[src/rtl/mem_access_ctrl.sv]
// MA-stage data-memory initiator: decodes loads/stores, runs one valid/ready
// request per access, formats load data and store lanes, and stalls the pipe until done.
module mem_access_ctrl #(
  parameter int unsigned TIMEOUT = 255
) (
  input  logic        clk,
  input  logic        rst,
  input  logic [31:0] ALU_Result_M,
  input  logic [31:0] Write_Data_M,
  input  logic [31:0] Instr_M,
  output logic        mem_req_valid,
  input  logic        mem_req_ready,
  output logic        mem_we,
  output logic [31:0] mem_addr,
  output logic [31:0] mem_wdata,
  output logic [3:0]  mem_wstrb,
  input  logic        mem_rsp_valid,
  input  logic [31:0] mem_rdata,
  output logic [31:0] Read_Data_M,
  output logic        Stall_M,
  output logic        Misaligned_M,
  output logic        Bus_Err_M
);

  localparam int unsigned XLEN  = 32;
  localparam int unsigned CNT_W = (TIMEOUT > 1) ? $clog2(TIMEOUT + 1) : 1;
  localparam logic [6:0]  OPC_LOAD  = 7'b0000011;
  localparam logic [6:0]  OPC_STORE = 7'b0100011;

  typedef enum logic [1:0] {S_IDLE, S_REQ, S_WAIT, S_DONE} state_t;
  typedef enum logic [1:0] {SZ_B, SZ_H, SZ_W} size_t;

  state_t            r_state;
  state_t            w_state_nxt;
  logic [CNT_W-1:0]  r_cnt;
  logic              r_req_valid;
  logic              r_we;
  logic [XLEN-1:0]   r_addr;
  logic [XLEN-1:0]   r_wdata;
  logic [3:0]        r_wstrb;
  size_t             r_size;
  logic [1:0]        r_lane;
  logic              r_unsigned;
  logic [XLEN-1:0]   r_read_data;
  logic              r_bus_err;

  logic [6:0]        w_opcode;
  logic [2:0]        w_funct3;
  logic              w_is_load;
  logic              w_is_store;
  logic              w_memop;
  size_t             w_size;
  logic              w_misaligned;
  logic              w_start;
  logic [XLEN-1:0]   w_wdata;
  logic [3:0]        w_wstrb;
  logic [7:0]        w_byte;
  logic [15:0]       w_half;
  logic [XLEN-1:0]   w_load_fmt;
  logic              w_busy;
  logic              w_busy_nxt;
  logic              w_cnt_hit;
  logic              w_capture;
  logic              w_load_done;
  logic              w_timeout;
  logic              w_unused;

  assign w_opcode   = Instr_M[6:0];
  assign w_funct3   = Instr_M[14:12];
  assign w_is_load  = (w_opcode == OPC_LOAD);
  assign w_is_store = (w_opcode == OPC_STORE);
  assign w_memop    = w_is_load | w_is_store;
  assign w_unused   = ^{Instr_M[31:15], Instr_M[11:7]};

  // Access size; any funct3 that is not a legal byte/half encoding is a word access
  always_comb begin
    w_size = SZ_W;
    case (w_funct3)
      3'b000:  w_size = SZ_B;
      3'b001:  w_size = SZ_H;
      3'b100:  w_size = w_is_load ? SZ_B : SZ_W;
      3'b101:  w_size = w_is_load ? SZ_H : SZ_W;
      default: w_size = SZ_W;
    endcase
  end

  always_comb begin
    w_misaligned = 1'b0;
    case (w_size)
      SZ_H:    w_misaligned = ALU_Result_M[0];
      SZ_W:    w_misaligned = |ALU_Result_M[1:0];
      default: w_misaligned = 1'b0;
    endcase
  end

  assign w_start = w_memop & ~w_misaligned;

  // Store lane replication and byte strobes; loads never drive strobes
  always_comb begin
    w_wdata = Write_Data_M;
    w_wstrb = 4'b1111;
    case (w_size)
      SZ_B: begin
        w_wdata = {4{Write_Data_M[7:0]}};
        w_wstrb = 4'b0001 << ALU_Result_M[1:0];
      end
      SZ_H: begin
        w_wdata = {2{Write_Data_M[15:0]}};
        w_wstrb = 4'b0011 << ALU_Result_M[1:0];
      end
      default: begin
        w_wdata = Write_Data_M;
        w_wstrb = 4'b1111;
      end
    endcase
    if (!w_is_store) begin
      w_wstrb = 4'b0000;
    end
  end

  // Load extraction from the captured lane and signedness
  assign w_byte = mem_rdata[{r_lane, 3'b000} +: 8];
  assign w_half = mem_rdata[{r_lane[1], 4'b0000} +: 16];

  always_comb begin
    w_load_fmt = mem_rdata;
    case (r_size)
      SZ_B:    w_load_fmt = r_unsigned ? {24'b0, w_byte} : {{24{w_byte[7]}}, w_byte};
      SZ_H:    w_load_fmt = r_unsigned ? {16'b0, w_half} : {{16{w_half[15]}}, w_half};
      default: w_load_fmt = mem_rdata;
    endcase
  end

  assign w_busy    = (r_state == S_REQ) | (r_state == S_WAIT);
  assign w_cnt_hit = (TIMEOUT != 0) && (r_cnt == CNT_W'(TIMEOUT - 1));

  always_ff @(posedge clk) begin
    if (rst) begin
      r_state <= S_IDLE;
    end else begin
      r_state <= w_state_nxt;
    end
  end

  always_comb begin
    w_state_nxt = r_state;
    w_capture   = 1'b0;
    w_load_done = 1'b0;
    w_timeout   = 1'b0;
    case (r_state)
      S_IDLE: begin
        if (w_start) begin
          w_capture   = 1'b1;
          w_state_nxt = S_REQ;
        end
      end
      S_REQ: begin
        if (mem_req_ready) begin
          w_state_nxt = r_we ? S_DONE : S_WAIT;
        end else if (w_cnt_hit) begin
          w_timeout   = 1'b1;
          w_state_nxt = S_DONE;
        end
      end
      S_WAIT: begin
        if (mem_rsp_valid) begin
          w_load_done = 1'b1;
          w_state_nxt = S_DONE;
        end else if (w_cnt_hit) begin
          w_timeout   = 1'b1;
          w_state_nxt = S_DONE;
        end
      end
      S_DONE:  w_state_nxt = S_IDLE;
      default: w_state_nxt = S_IDLE;
    endcase
  end

  assign w_busy_nxt = (w_state_nxt == S_REQ) | (w_state_nxt == S_WAIT);

  // Timeout counter: cumulative over REQ and WAIT, cleared whenever outside them
  always_ff @(posedge clk) begin
    if (rst) begin
      r_cnt <= '0;
    end else if ((TIMEOUT != 0) && w_busy && w_busy_nxt) begin
      r_cnt <= r_cnt + CNT_W'(1);
    end else begin
      r_cnt <= '0;
    end
  end

  // Request registers, captured once in IDLE and held stable through the access
  always_ff @(posedge clk) begin
    if (rst) begin
      r_req_valid <= 1'b0;
      r_we        <= 1'b0;
      r_addr      <= '0;
      r_wdata     <= '0;
      r_wstrb     <= '0;
      r_size      <= SZ_W;
      r_lane      <= '0;
      r_unsigned  <= 1'b0;
    end else begin
      r_req_valid <= (w_state_nxt == S_REQ);
      if (w_capture) begin
        r_we       <= w_is_store;
        r_addr     <= {ALU_Result_M[31:2], 2'b00};
        r_wdata    <= w_wdata;
        r_wstrb    <= w_wstrb;
        r_size     <= w_size;
        r_lane     <= ALU_Result_M[1:0];
        r_unsigned <= w_is_load & w_funct3[2];
      end
    end
  end

  always_ff @(posedge clk) begin
    if (rst) begin
      r_read_data <= '0;
      r_bus_err   <= 1'b0;
    end else begin
      r_bus_err <= w_timeout;
      if (w_timeout) begin
        r_read_data <= '0;
      end else if (w_load_done) begin
        r_read_data <= w_load_fmt;
      end
    end
  end

  assign mem_req_valid = r_req_valid;
  assign mem_we        = r_we;
  assign mem_addr      = r_addr;
  assign mem_wdata     = r_wdata;
  assign mem_wstrb     = r_wstrb;
  assign Read_Data_M   = r_read_data;
  assign Bus_Err_M     = r_bus_err;

  // Combinational status, forced low while reset is held
  assign Stall_M      = ~rst & (((r_state == S_IDLE) & w_start) | w_busy);
  assign Misaligned_M = ~rst & w_memop & w_misaligned;

endmodule

[config.mk]
export PLATFORM = sky130hd
export DESIGN_NAME = mem_access_ctrl
export DESIGN_NICKNAME = d
export VERILOG_FILES = /design/src/rtl/mem_access_ctrl.sv
export SDC_FILE = /design/constraint.sdc
export NUM_CORES = 1
export LEC_CHECK = 0
export ABC_CLOCK_PERIOD_IN_PS = 4800
export CORE_MARGIN = 3
export CORE_UTILIZATION = 39
export CTS_BUF_LIST = sky130_fd_sc_hd__clkbuf_8
export DETAILED_ROUTE_END_ITERATION = 6
export GPL_ROUTABILITY_DRIVEN = 0
export GPL_TIMING_DRIVEN = 0
export PLACE_DENSITY = 0.79
export REMOVE_ABC_BUFFERS = 1
export SYNTH_ARGS = -nofsm -noshare
export SYNTH_HDL_FRONTEND = slang
export SYNTH_SLANG_ARGS = --single-unit
export TNS_END_PERCENT = 1
[constraint.sdc]
create_clock -name clk -period 4.8 [get_ports clk]
set_input_delay 0.96 -clock clk [delete_from_list [all_inputs] [get_ports clk]]
set_output_delay 0.96 -clock clk [all_outputs]
set_load 0.005 [all_outputs]
Word-level counts from Yosys, hierarchy flattened
Cells that the tools add are included.
{"block": "totals", "regBits": 116, "input_bits": 132, "out_inout_bits": 105, "word_cells": 76}
{"block": "op_classes", "addsub": 1, "n_eq_ne": 14, "shift": 4, "mux": 24, "n_bitwise": 13, "n_reduce_logical": 8}
{"op": "one-hot mux 32 bit (2 select lines)", "n": 2}
{"op": "2-to-1 mux 32 bit", "n": 2}
{"op": "indexed part select 32 x 6 -> 16 bit", "n": 1}
{"op": "indexed part select 32 x 6 -> 8 bit", "n": 1}
{"op": "one-hot mux 2 bit (4 select lines)", "n": 2}
{"op": "2-to-1 mux 2 bit", "n": 6}
{"op": "adder 8 x 1 -> 8 bit (second input constant)", "n": 1}
{"op": "== test 2 x 1 -> 1 bit (second input constant)", "n": 4}
{"op": "== test 2 bit (second input constant)", "n": 4}
{"op": "== test 8 bit (second input constant)", "n": 1}
{"op": "2-to-1 mux 1 bit", "n": 8}
{"op": "one-hot mux 4 bit (2 select lines)", "n": 1}
{"op": "== test 7 x 2 -> 1 bit (second input constant)", "n": 1}
{"op": "== test 7 x 6 -> 1 bit (second input constant)", "n": 1}
{"op": "bitwise AND 1 bit", "n": 6}
{"op": "== test 3 bit (second input constant)", "n": 2}
{"op": "logical NOT 2 bit", "n": 3}
{"op": "OR reduction 2 bit", "n": 3}
{"op": "2-to-1 mux 4 bit", "n": 1}
{"op": "bitwise OR 1 bit", "n": 4}
{"op": "one-hot mux 1 bit (2 select lines)", "n": 2}
{"op": "<< shifter 1 x 2 -> 4 bit (first input constant)", "n": 1}
{"op": "<< shifter 2 x 2 -> 4 bit (first input constant)", "n": 1}
{"op": "== test 3 x 1 -> 1 bit (second input constant)", "n": 1}
{"op": "3 further kinds", "n": 5}

Longest topological paths before layout
Gate-level depths: netlist of run 1.
{"block": "logic_depth", "word_depth": 14, "ltp_mapped": 14, "depth_no_buf": 11}

Least setup slack after synthesis of run 1
No wires, ideal clock.
{"block": "synth_path", "path_type": "input -> output", "from": "in Instr_M[3]", "to": "out Stall_M", "arrival_ps": 3693, "required_time_ps": 3840, "slack_ps": 147, "path_stages": 11, "n_path_buf": 3, "cell_sequence": "or4_1 > buf_2 > o32ai_1 > nand2_1 > ha_1 > and3_1 > nor4_4 > buf_2 > buf_4 > nor2_1 > nor2_1"}
{"block": "synth_via", "elab_chain_cells": 10, "elab_cells_between_ends": 14, "cone_classes": "4 x eq/ne; 4 x mux; 6 x bitwise"}
{"item": "start, declared", "line_no": "10", "source": "input logic [31:0] Instr_M,"}
{"item": "== test 7 x 2 -> 1 bit", "line_no": "70", "source": "assign w_is_load = (w_opcode == OPC_LOAD);"}
{"item": "2-to-1 mux 2 bit (on tied branches)", "line_no": "82, 81"}
{"item": "one-hot mux 2 bit (4 select lines)", "line_no": "78", "source": "case (w_funct3)"}
{"item": "== test 2 bit or == test 2 x 1 -> 1 bit (tied branches)", "line_no": "89", "source": "case (w_size)"}
{"item": "one-hot mux 1 bit (2 select lines)", "line_no": "89"}
{"item": "inverter 1 bit", "line_no": "96", "source": "assign w_start = w_memop & ~w_misaligned;"}
{"item": "bitwise AND 1 bit *", "line_no": "96"}
{"item": "bitwise AND 1 bit *", "line_no": "240", "source": "assign Stall_M = ~rst & (((r_state == S_IDLE) & w_start) | w_busy);"}
{"item": "bitwise OR 1 bit *", "line_no": "240"}
{"item": "bitwise AND 1 bit *", "line_no": "240"}
{"item": "end, declared", "line_no": "20", "source": "output logic Stall_M,"}
Every way passes the cells marked *; elsewhere a longest branch is shown, timed or not.

Final worst setup path of run 1
{"block": "layout_path", "from": "in Instr_M[4]", "to": "out Misaligned_M"}
{"block": "layout_via", "elab_chain_cells": 6, "elab_cells_between_ends": 11, "cone_classes": "4 x eq/ne; 4 x mux; 3 x bitwise"}
{"item": "== test 7 x 2 -> 1 bit", "line_no": "70"}
{"item": "2-to-1 mux 2 bit (on tied branches)", "line_no": "82, 81"}
{"item": "one-hot mux 2 bit (4 select lines)", "line_no": "78"}
{"item": "== test 2 bit or == test 2 x 1 -> 1 bit (tied branches)", "line_no": "89"}
{"item": "one-hot mux 1 bit (2 select lines)", "line_no": "89"}
{"item": "bitwise AND 1 bit *", "line_no": "241", "source": "assign Misaligned_M = ~rst & w_memop & w_misaligned;"}
{"item": "end, declared", "line_no": "21", "source": "output logic Misaligned_M,"}
Marked as above.

==> summary.txt, run 1 <==
Pwr
  – Combinational power share: 11.1%
  – Pwr/cell area: approximately 280 nW/um2
  – Leak Pwr: 2.71 nW
  – Sequential group share of total power: 44.0%
  – Int Pwr: 1.72 mW
  – Clock power frac: 44.9%
  – Max rail drop VDD: 0.240 mV
  – Sw Ratio: 22.9%
  – P_sw: just over 0.5 mW

Flow run
  – MaxCap Viol Count: 0

Min path
  – Hold Path Origin: mem_addr[6]
  – Hold path depth: 2
  – Worst hold endpoint: mem_addr[6]
  – Hold WC Path Type: register to register

Route
  – # DRC: 0
  – DRT iter0 DRCs: 388
  – Antenna-violating nets left: 0
  – First drt pass iteration count: 6
  – Drt total wl: between 15000 and 20000 um
  – Vias post-DR: 5194
  – Via/cell ratio: 5.15
  – Wirelength per Cell: 16.3 um

Global routing
  – Met3 usage: 10.1%
  – Largest net degree at the start of global routing: 82
  – GRT Total Usage: 22.1%
  – First-pass GRT wire length: 25400 um
  – Number of global-route vias before repair: between 5000 and 6000
  – Met1 usage: 25.3%
  – Grt peak-use layer: met2
  – Grt ovf: 0
  – Antenna violations before repair: 0
  – M2 GR Usage: 35.9%

Logic synthesis
  – Asr flop ratio synth: 0%
  – Primary FF master, synth: dfxtp_1
  – Ys Warns: 0
  – Seq cells post-synth: 116
  – Mean Syn Cell Area: 8.17 um2
  – Yosys cell types: 51
  – Post-synthesis sequential area ratio: 45.3%
  – Synth Cell Area: 5120 um2
  – Syn Inst Count: 627
  – Post-synth EDFFs: 0

Final layout
  – Diode count: 0
  – NumNets Final: 967
  – Synthesis-to-layout area growth: 53.1%
  – Layout cells sized above 1: approximately 8%
  – Final Non-Filler Cells: 1008

Placement
  – DP HPWL: approximately 11000 um
  – Setup WS pre-CTS: -1.12 ns
  – Placed insts: 969
  – Port Buffers: 212

Timing
  – RSZ-0062 raised after global routing: false
  – Post-layout worst setup margin: 0.105 ns
  – Relative slew slack: 6.33%
  – Setup TNS: 0 ns
  – Final setup violation count: 0
  – Fin crit share: 97.8%
  – Max-slew violations: 0
  – Clock skew: slightly above 0.008 ns
  – Worst Max-Slew Pin Slew: between 1 and 1.5 ns
  – Final hold vios: 0
  – Post-route minimum period: 4.69 ns
  – Max Fclk: ~210 MHz

Floorplanning
  – I/O pin total: 237
  – Die area: approximately 15000 um2
  – Site Rows: 41
  – Die X-Extent: 121 um
  – Std-Cell Core Area: between 10000 and 15000 um2
  – Die Ht: 121 um
  – Initial core utilization: between 40% and 50%

Clock network
  – Total clock sinks: 116
  – Worst-path clk slew: 0.07 ns
  – Num CTS Buffers: 17
  – CTS HTree Levels: 4
  – Max clock buf depth: 2
  – Root Buffer: clkbuf_8
  – Clock Latency Late Sink: ~0.44 ns
  – Hold-fix buffers, CTS: 0
  – CTS tree: done

Worst setup path
  – Worst stage delay on the critical path: 0.56 ns
  – Most frequent CP cell: clkdlybuf4s50_1
  – Critical Path, Cell by Cell: clkdlybuf4s50_1 -> or4_4 -> o32ai_4 -> nand2_2 -> ha_1 -> and3_2 -> nor2_1 -> nor4_2 -> clkdlybuf4s50_1
  – Startpoint Class: input pin
  – Worst path required time: 3.84 ns
  – Reg2reg setup slack: 1.39 ns
  – Crit path DAT: 3.73 ns
  – R2R depth: 9
  – RR Startpoint: r_state[0]
  – Crit. End Element: output port
  – Critical path class: input pin to output port
  – Crit-path max FO: 4
  – Critical Path Slowest Stage Cell: or4_4
  – R2R Path End: r_cnt[5]

Outcome
  – Status: finished clean
[kinds of logic (layout without fill, tap and decap cells)]
kind of cell,Yosys count,after routing,share of synthesized area [%]
AO/OA/AOI/OAI,154,154,19.5
XOR/XNOR,5,5,0.855
adder cells (fa/ha/maj),11,11,2.69
buffers and inverters,60,268,5.10
flip-flops,116,116,45.3
multiplexers,24,24,4.96
other,1,2,0.0732
AND/OR/NAND/NOR,256,256,21.5
[synthesized netlist by cell type (2+ instances only)]
master | count | share of area (%)
a221oi_1 | 12 | 2.1
a21oi_1 | 65 | 6.3
nand2_1 | 140 | 10
nor4_1 | 2 | 0.24
or3_1 | 3 | 0.37
inv_1 | 12 | 0.88
dfxtp_1 | 116 | 45
nor3_1 | 16 | 1.6
or4_1 | 2 | 0.29
nor2b_1 | 3 | 0.37
nor2_1 | 63 | 4.6
nand3b_1 | 4 | 0.59
ha_1 | 11 | 2.7
mux2i_1 | 13 | 2.5
o2bb2ai_1 | 2 | 0.34
mux2_2 | 11 | 2.4
clkbuf_1 | 29 | 2.1
o22ai_1 | 5 | 0.61
nand3_1 | 7 | 0.68
o21ai_0 | 13 | 1.3
a211oi_1 | 37 | 5.4
a22o_1 | 8 | 1.4
nand2b_1 | 6 | 0.73
buf_2 | 14 | 1.4
xnor2_1 | 3 | 0.51
xor2_1 | 2 | 0.34
and3_1 | 2 | 0.24
buf_4 | 3 | 0.44
[per-layer routing]
metal	vias up	share of wire, %
li1	2566	-
met1	2408	40
met2	199	48
met3	21	11
met4	0	1.3
met5	-	0
[registers in the layout (all words and copies together) (netlist names), 2 cells and up]
signal	count
Read_Data_M	32
mem_addr	30
r_state	2
r_lane	2
mem_wdata	32
r_size	2
r_cnt	8
mem_wstrb	4
[worst max-delay path, delay by kind of cell]
kind / cells / cell delay [ns]
fa+ha+maj: 1 / 0.32
simple gates: 5 / 1.19
buf+inv: 2 / 0.99
compound gates: 1 / 0.28
[layout make-up]
| cell class | count | area, um2 |
|---|---|---|
| timing repair buffer | 225 | 2240 |
| fill | 1146 | 4880 |
| clock buffer | 17 | 234 |
| clock inverter | 14 | 195 |
| inverter | 12 | 45.0 |
| multi-input combinational | 452 | 2600 |
| tap | 172 | 215 |
| sequential | 116 | 2320 |
[layout by cell type, fill, tap and decap left out, drive strengths merged, types with 2 or more instances in the layout]
cell | Yosys | final
nand3b | 4 | 4
clkbuf | 29 | 17
xnor2 | 3 | 3
nor2b | 3 | 3
dfxtp | 116 | 116
nand3 | 7 | 7
buf | 19 | 14
xor2 | 2 | 2
nand2b | 6 | 6
nor2 | 63 | 63
dlygate4sd2 | 0 | 2
mux2 | 11 | 11
o2bb2ai | 2 | 2
a211oi | 37 | 37
clkinv | 0 | 6
nand2 | 140 | 140
or3 | 3 | 3
nor3 | 16 | 16
clkdlybuf4s50 | 0 | 209
bufinv | 0 | 5
o22ai | 5 | 5
a21oi | 65 | 65
inv | 12 | 15
ha | 11 | 11
o21ai | 14 | 14
or4 | 3 | 3
a221oi | 12 | 12
and3 | 2 | 2
a22o | 8 | 8
conb | 1 | 2
mux2i | 13 | 13
nor4 | 3 | 3
[power by group through the flow]
stage / sequential, mW / clock [mW] / combinational, mW
6_report: 0.978 / 1.00 / 0.246
5_1_grt: 0.979 / 1.06 / 0.266
4_1_cts: 0.978 / 1.02 / 0.244
3_5_place_dp: 1.00 / 0 / 0.236
3_3_place_gp: 1.00 / 0 / 0.236
2_1_floorplan: 0.999 / 0 / 0.0871
[what timing repair did]
action	4_1_cts	5_1_grt
pin swaps	3	1
buffers inserted	5	2
gates resized for setup	9	2
setup endpoints to repair	18	1
[how the worst max path moves through the flow]
stage                          start  slack [ns]           end  depth (start not counted)
after floorplan           Instr_M[3]       -1.13       Stall_M                          8
after global placement    Instr_M[3]       -3.42       Stall_M                         10
after detailed placement  Instr_M[3]       -1.12       Stall_M                         12
after CTS                 Instr_M[4]        0.06  Misaligned_M                          9
after global routing      Instr_M[6]        0.01       Stall_M                         12
final                     Instr_M[4]        0.11  Misaligned_M                          9
[metrics by stage]
| stage | utilization, % | hold WS [ns] | power [mW] | area (um2) |
|---|---|---|---|---|
| final | 61.7 | 0.449 | 2.22 | 7850 |
| after global routing | 61.7 | 0.467 | 2.31 | 7850 |
| after CTS | 61.4 | 0.452 | 2.24 | 7820 |
| after detailed placement | 57.4 | 0.444 | 1.24 | 7310 |
| after global placement | 57.0 | 0.437 | 1.24 | 7250 |
| after floorplan | - | 0.439 | 1.09 | 4910 |
Power figures use the tool's default switching activity.
==> run 2, diff against run 1 <==
CORE_MARGIN = 2   (was 3)
==> run 2 against run 1 <==
Against the previous run:
- critical path depth increased by 2
- sequential share of layout area is essentially flat
- first-iteration DRC count increased by 4.1%
- die area down 3.3%
- global-route usage is 0.45 points higher
- highest routed layer unchanged
- largest cell class unchanged
- sequential power hardly changed
- count of clock-buffer cells in the layout grew 4
==> summary.txt, run 2 (synthesis results as in run 1) <==
Global routing
  – Grt ovf: 0
  – Antenna violations before repair: 0
  – First-pass GRT wire length: 25400 um
  – GRT Total Usage: 22.6%
  – Largest net degree at the start of global routing: 82
  – Number of global-route vias before repair: roughly 5000

Min path
  – Worst hold endpoint: mem_addr[15]
  – Hold Path Origin: mem_addr[15]
  – Hold WC Path Type: register to register
  – Hold path depth: 2

Clock network
  – Clock Latency Late Sink: between 0.4 and 0.5 ns
  – Max clock buf depth: 2
  – Root Buffer: clkbuf_8
  – Worst-path clk slew: 0.07 ns
  – Total clock sinks: 116
  – CTS HTree Levels: 4
  – Num CTS Buffers: 17
  – Hold-fix buffers, CTS: 0
  – CTS tree: done

Final layout
  – Most frequent cells in the layout: clkdlybuf4s50_1, nand2_1, dfxtp_1
  – Diode count: 0
  – NumNets Final: ~960
  – Synthesis-to-layout area growth: 53.0%
  – Layout cells sized above 1: 7.80%
  – Finished Core Util: 61.6%
  – Commonest non-fill, non-tap cell in the layout: clkdlybuf4s50_1
  – Fillers: 1174

Route
  – Antenna-violating nets left: 0
  – Wirelength per Cell: 15.7 um
  – Vias post-DR: 5176
  – Drt total wl: 15800 um
  – First drt pass iteration count: 5
  – # DRC: 0
  – DRT iter0 DRCs: 404
  – Via/cell ratio: 5.15

Placement
  – Port Buffers: about 210
  – DP HPWL: 10900 um

Timing
  – Max Fclk: 215 MHz
  – Fin crit share: 96.9%
  – Worst Max-Slew Pin Slew: 1.19 ns
  – Final setup violation count: 0
  – Final hold vios: 0
  – Relative slew slack: slightly above 20%
  – Post-route minimum period: 4.65 ns
  – Max-slew violations: 0
  – Clock skew: 0.00962 ns

Floorplanning
  – Site Rows: slightly above 40
  – Std-Cell Core Area: 12700 um2
  – Die Ht: about 120 um
  – Initial core utilization: 40.3%
  – Die area: 14100 um2
  – I/O pin total: 237
  – Die X-Extent: 119 um

Flow run
  – MaxCap Viol Count: 0

Worst setup path
  – Worst stage delay on the critical path: 0.57 ns
  – Critical path class: input pin to output port
  – Critical Path Slowest Stage Cell: or4_4
  – RR Startpoint: r_state[0]
  – Most frequent CP cell: nor2_1
  – Crit path DAT: 3.69 ns
  – R2R depth: 9
  – CP delay by family, top: simple AND/OR/NAND/NOR gates
  – Crit. End Element: output port
  – Critical Path, Cell by Cell: clkdlybuf4s50_1 -> or4_4 -> o32ai_4 -> nand2_2 -> ha_1 -> and3_2 -> nor4_4 -> buf_8 -> nor2_1 -> nor2_1 -> dlygate4sd2_1
  – Startpoint Class: input pin
  – Reg2reg setup slack: 1.51 ns
  – Worst path required time: 3.84 ns
  – R2R Path End: r_cnt[4]
  – Bufs and invs on worst path: 3
  – Crit-path max FO: 4
  – CP startpoint: Instr_M[6]

Pwr
  – Tot Pwr: 2.23 mW
  – Combinational power share: between 10% and 20%
  – Sequential group share of total power: 43.9%
  – Pwr/cell area: 284 nW/um2
  – Sw Ratio: 22.5%
  – P_sw: 0.501 mW
  – Int Pwr: 1.72 mW
  – Clock power frac: approximately 45%
  – Max rail drop VDD: 0.192 mV
  – Leak Pwr: 2.68 nW

Outcome
  – Status: finished clean
[run 2: repair_timing]
item,in CTS,in global routing
gates resized for setup,8,2
endpoints found under the setup margin,10,1
cloned,0,0
endpoints found under the hold margin,0,0
buffers inserted,5,0
pin swaps,4,1
[run 2: layout make-up]
cell class	count	area [um2]	area share (%)
inverters	12	45.0	0.575
flip-flops and latches	116	2320	29.6
repair buffers	222	2220	28.3
clock inverters	10	154	1.96
multi-input cells	452	2590	33.1
well taps	172	215	2.75
clock buffers	21	289	3.69
[run 2: how the worst max path moves through the flow]
stage | cells past startpoint | to | slack (ns)
finish | 11 | Stall_M | 0.15
global route | 10 | Misaligned_M | -0.02
CTS | 10 | Misaligned_M | 0.005
detailed placement | 11 | Stall_M | -1.22
global placement | 10 | Stall_M | -3.45
floorplan | 8 | Stall_M | -1.13
[run 2: through the flow]
step / std cells / cell area [um2] / worst slack, ns / TNS (ns) / hold WS, ns
floorplan: 580 / 4910 / -1.13 / -22.91 / 0.439
global placement: 964 / 7250 / -3.45 / -163.58 / 0.437
detailed placement: 969 / 7310 / -1.22 / -22.98 / 0.444
CTS: 1005 / 7820 / 0.00525 / 0 / 0.452
global route: 1005 / 7840 / -0.0180 / -0.0180 / 0.462
finish: 1005 / 7840 / 0.147 / 0 / 0.450
[run 2: layer usage]
metal | routed length [um] | global-route usage, % | vias to the layer above | share of wire (%)
li1 | - | - | 2571 | -
met1 | 6610 | 26.1 | 2381 | 42
met2 | 7320 | 36.8 | 209 | 46
met3 | 1680 | 10.9 | 15 | 11
met4 | 184 | 6.85 | 0 | 1.2
met5 | 0 | 0 | - | 0
[run 2: power by group through the flow]
stage	registers [mW]	logic [mW]	clock network, mW
global placement	0.999	0.234	0
floorplan	0.999	0.0871	0
finish	0.978	0.244	1.00
detailed placement	0.999	0.236	0
global route	0.978	0.264	1.07
CTS	0.978	0.241	1.03
[run 2: worst min-delay path: stages, from the launching register on]
cell and delay, ns:
dfxtp_1 0.31, nand2_1 0.05, a21oi_1 0.05
==> run 3, diff against run 2 <==
SLEW_MARGIN = 25   (was default)
==> run 3 against run 2 <==
Against the previous run:
- core utilization increased by 0.33 points
- maximum frequency increased by 1.2%
- clock power about the same
- routed wire length about the same
- combinational power about the same
- cell count increased by 0.40%
- global-route usage about the same
- largest cell class unchanged
- largest power group unchanged
==> summary.txt, run 3 (synthesis results as in run 1) <==
Final layout
  – Layout cells sized above 1: roughly 8.4%
  – Most frequent cells in the layout: clkdlybuf4s50_1, nand2_1, dfxtp_1
  – Multi-input logic area: around 2600 um2
  – Fillers: about 1200
  – Reg area: 2320 um2
  – Diode count: 0
  – Commonest non-fill, non-tap cell in the layout: clkdlybuf4s50_1
  – Design area: 7880 um2
  – NumNets Final: 967
  – Synthesis-to-layout area growth: 53.8%

Floorplanning
  – Die area: around 14000 um2
  – Initial core utilization: 40.3%
  – Std-Cell Core Area: 12700 um2
  – Site Rows: 41
  – Die Ht: approximately 120 um
  – Die X-Extent: between 100 and 150 um
  – I/O pin total: ~240

Clock network
  – Total clock sinks: 116
  – Root Buffer: clkbuf_8
  – CTS tree: done
  – Clock Latency Late Sink: approximately 0.43 ns
  – CTS HTree Levels: 4
  – Worst-path clk slew: 0.07 ns
  – Max clock buf depth: 2
  – Num CTS Buffers: 17

Worst setup path
  – Most frequent CP cell: nor2_1
  – Startpoint Class: input pin
  – Reg2reg setup slack: between 1.5 and 2 ns
  – Crit-path max FO: 4
  – Worst path required time: 3.84 ns
  – Crit. End Element: output port
  – Critical Path Slowest Stage Cell: or4_4
  – Bufs and invs on worst path: 3
  – Crit path DAT: approximately 3.6 ns
  – Worst stage delay on the critical path: between 0.5 and 0.6 ns
  – Critical Path, Cell by Cell: clkdlybuf4s50_1 -> or4_4 -> o32ai_4 -> nand2_2 -> ha_1 -> and3_2 -> nor4_4 -> buf_8 -> nor2_1 -> nor2_1 -> dlygate4sd2_1
  – CP delay by family, top: simple AND/OR/NAND/NOR gates
  – Critical path class: input pin to output port

Route
  – Via/cell ratio: ~5
  – First drt pass iteration count: 5
  – # DRC: 0
  – Antenna-violating nets left: 0
  – Wirelength per Cell: 15.7 um
  – Vias post-DR: 5183
  – Drt total wl: 15800 um
  – DRT iter0 DRCs: 313

Timing
  – Max-slew violations: 0
  – Worst Max-Slew Pin Slew: 0.932 ns
  – Final setup violation count: 0
  – RSZ-0062 raised after global routing: false
  – Post-route minimum period: 4.60 ns
  – Fin crit share: 95.8%
  – Relative slew slack: 37.8%
  – Clock skew: 0.00776 ns
  – Max Fclk: 217 MHz
  – Final hold vios: 0

Global routing
  – Number of global-route vias before repair: 5040
  – Grt ovf: 0
  – Largest net degree at the start of global routing: 67
  – First-pass GRT wire length: 25400 um
  – Antenna violations before repair: 0
  – GRT Total Usage: 22.6%

Placement
  – DP HPWL: 10900 um
  – Port Buffers: 212
  – Placed inst area: 7340 um2

Pwr
  – Leak Pwr: 2.72 nW
  – Max rail drop VDD: 0.164 mV
  – Pwr/cell area: 285 nW/um2
  – Tot Pwr: 2.25 mW

Min path
  – Hold WC Path Type: register to register

Outcome
  – Status: finished clean

Flow run
  – MaxCap Viol Count: 0
-- run 3: power breakdown --
part	switching, mW	internal, mW
clock	0.397	0.630
combinational	0.103	0.140
sequential	0.00608	0.972
total	0.506	1.74
-- run 3: final timing paths --
check,start,endpoint,cells after the start
worst min-delay path,mem_addr[15],mem_addr[15],2
worst max-delay path,Instr_M[6],Stall_M,11
worst max register to register,r_state[0],r_cnt[4],9
worst min register to register,mem_addr[15],mem_addr[15],2
-- run 3: routing by layer --
layer	vias up	GRT usage (%)	wire, um
li1	2572	-	-
met1	2372	26.1	6640
met2	216	37.0	7260
met3	23	9.65	1630
met4	0	8.33	275
met5	-	0	0
-- run 3: layout make-up --
type                    instances  area share (%)
multi-input cells             452            32.9
clock inverters                10            1.92
inverters                      12           0.572
flip-flops and latches        116            29.5
well taps                     172            2.73
clock buffers                  22            3.84
repair buffers                225            28.6
-- run 3: per-stage QoR --
| stage | instances | setup slack, ns | TNS (ns) | utilization (%) | hold WS, ns |
|---|---|---|---|---|---|
| after floorplan | 580 | -1.13 | -22.91 | - | 0.439 |
| after global routing | 1009 | 0.0159 | 0 | 61.9 | 0.470 |
| after CTS | 1007 | 0.00322 | 0 | 61.7 | 0.452 |
| final | 1009 | 0.201 | 0 | 61.9 | 0.450 |
| after detailed placement | 970 | -1.34 | -29.56 | 57.7 | 0.443 |
| after global placement | 964 | -3.45 | -163.58 | 57.0 | 0.437 |
-- run 3: timing repair --
item / 4_1_cts / 5_1_grt
endpoints found under the setup margin: 24 / 1
resized for setup: 8 / 1
pin swaps: 4 / 1
buffers inserted: 5 / 2
hold buffers: 0 / 0
-- run 3: worst min-delay path, delay by kind of cell (launching register included) --
kind / cells / cell delay, ns
and+or+nand+nor: 1 / 0.05
DFF: 1 / 0.31
AOI/OAI and AO/OA: 1 / 0.05
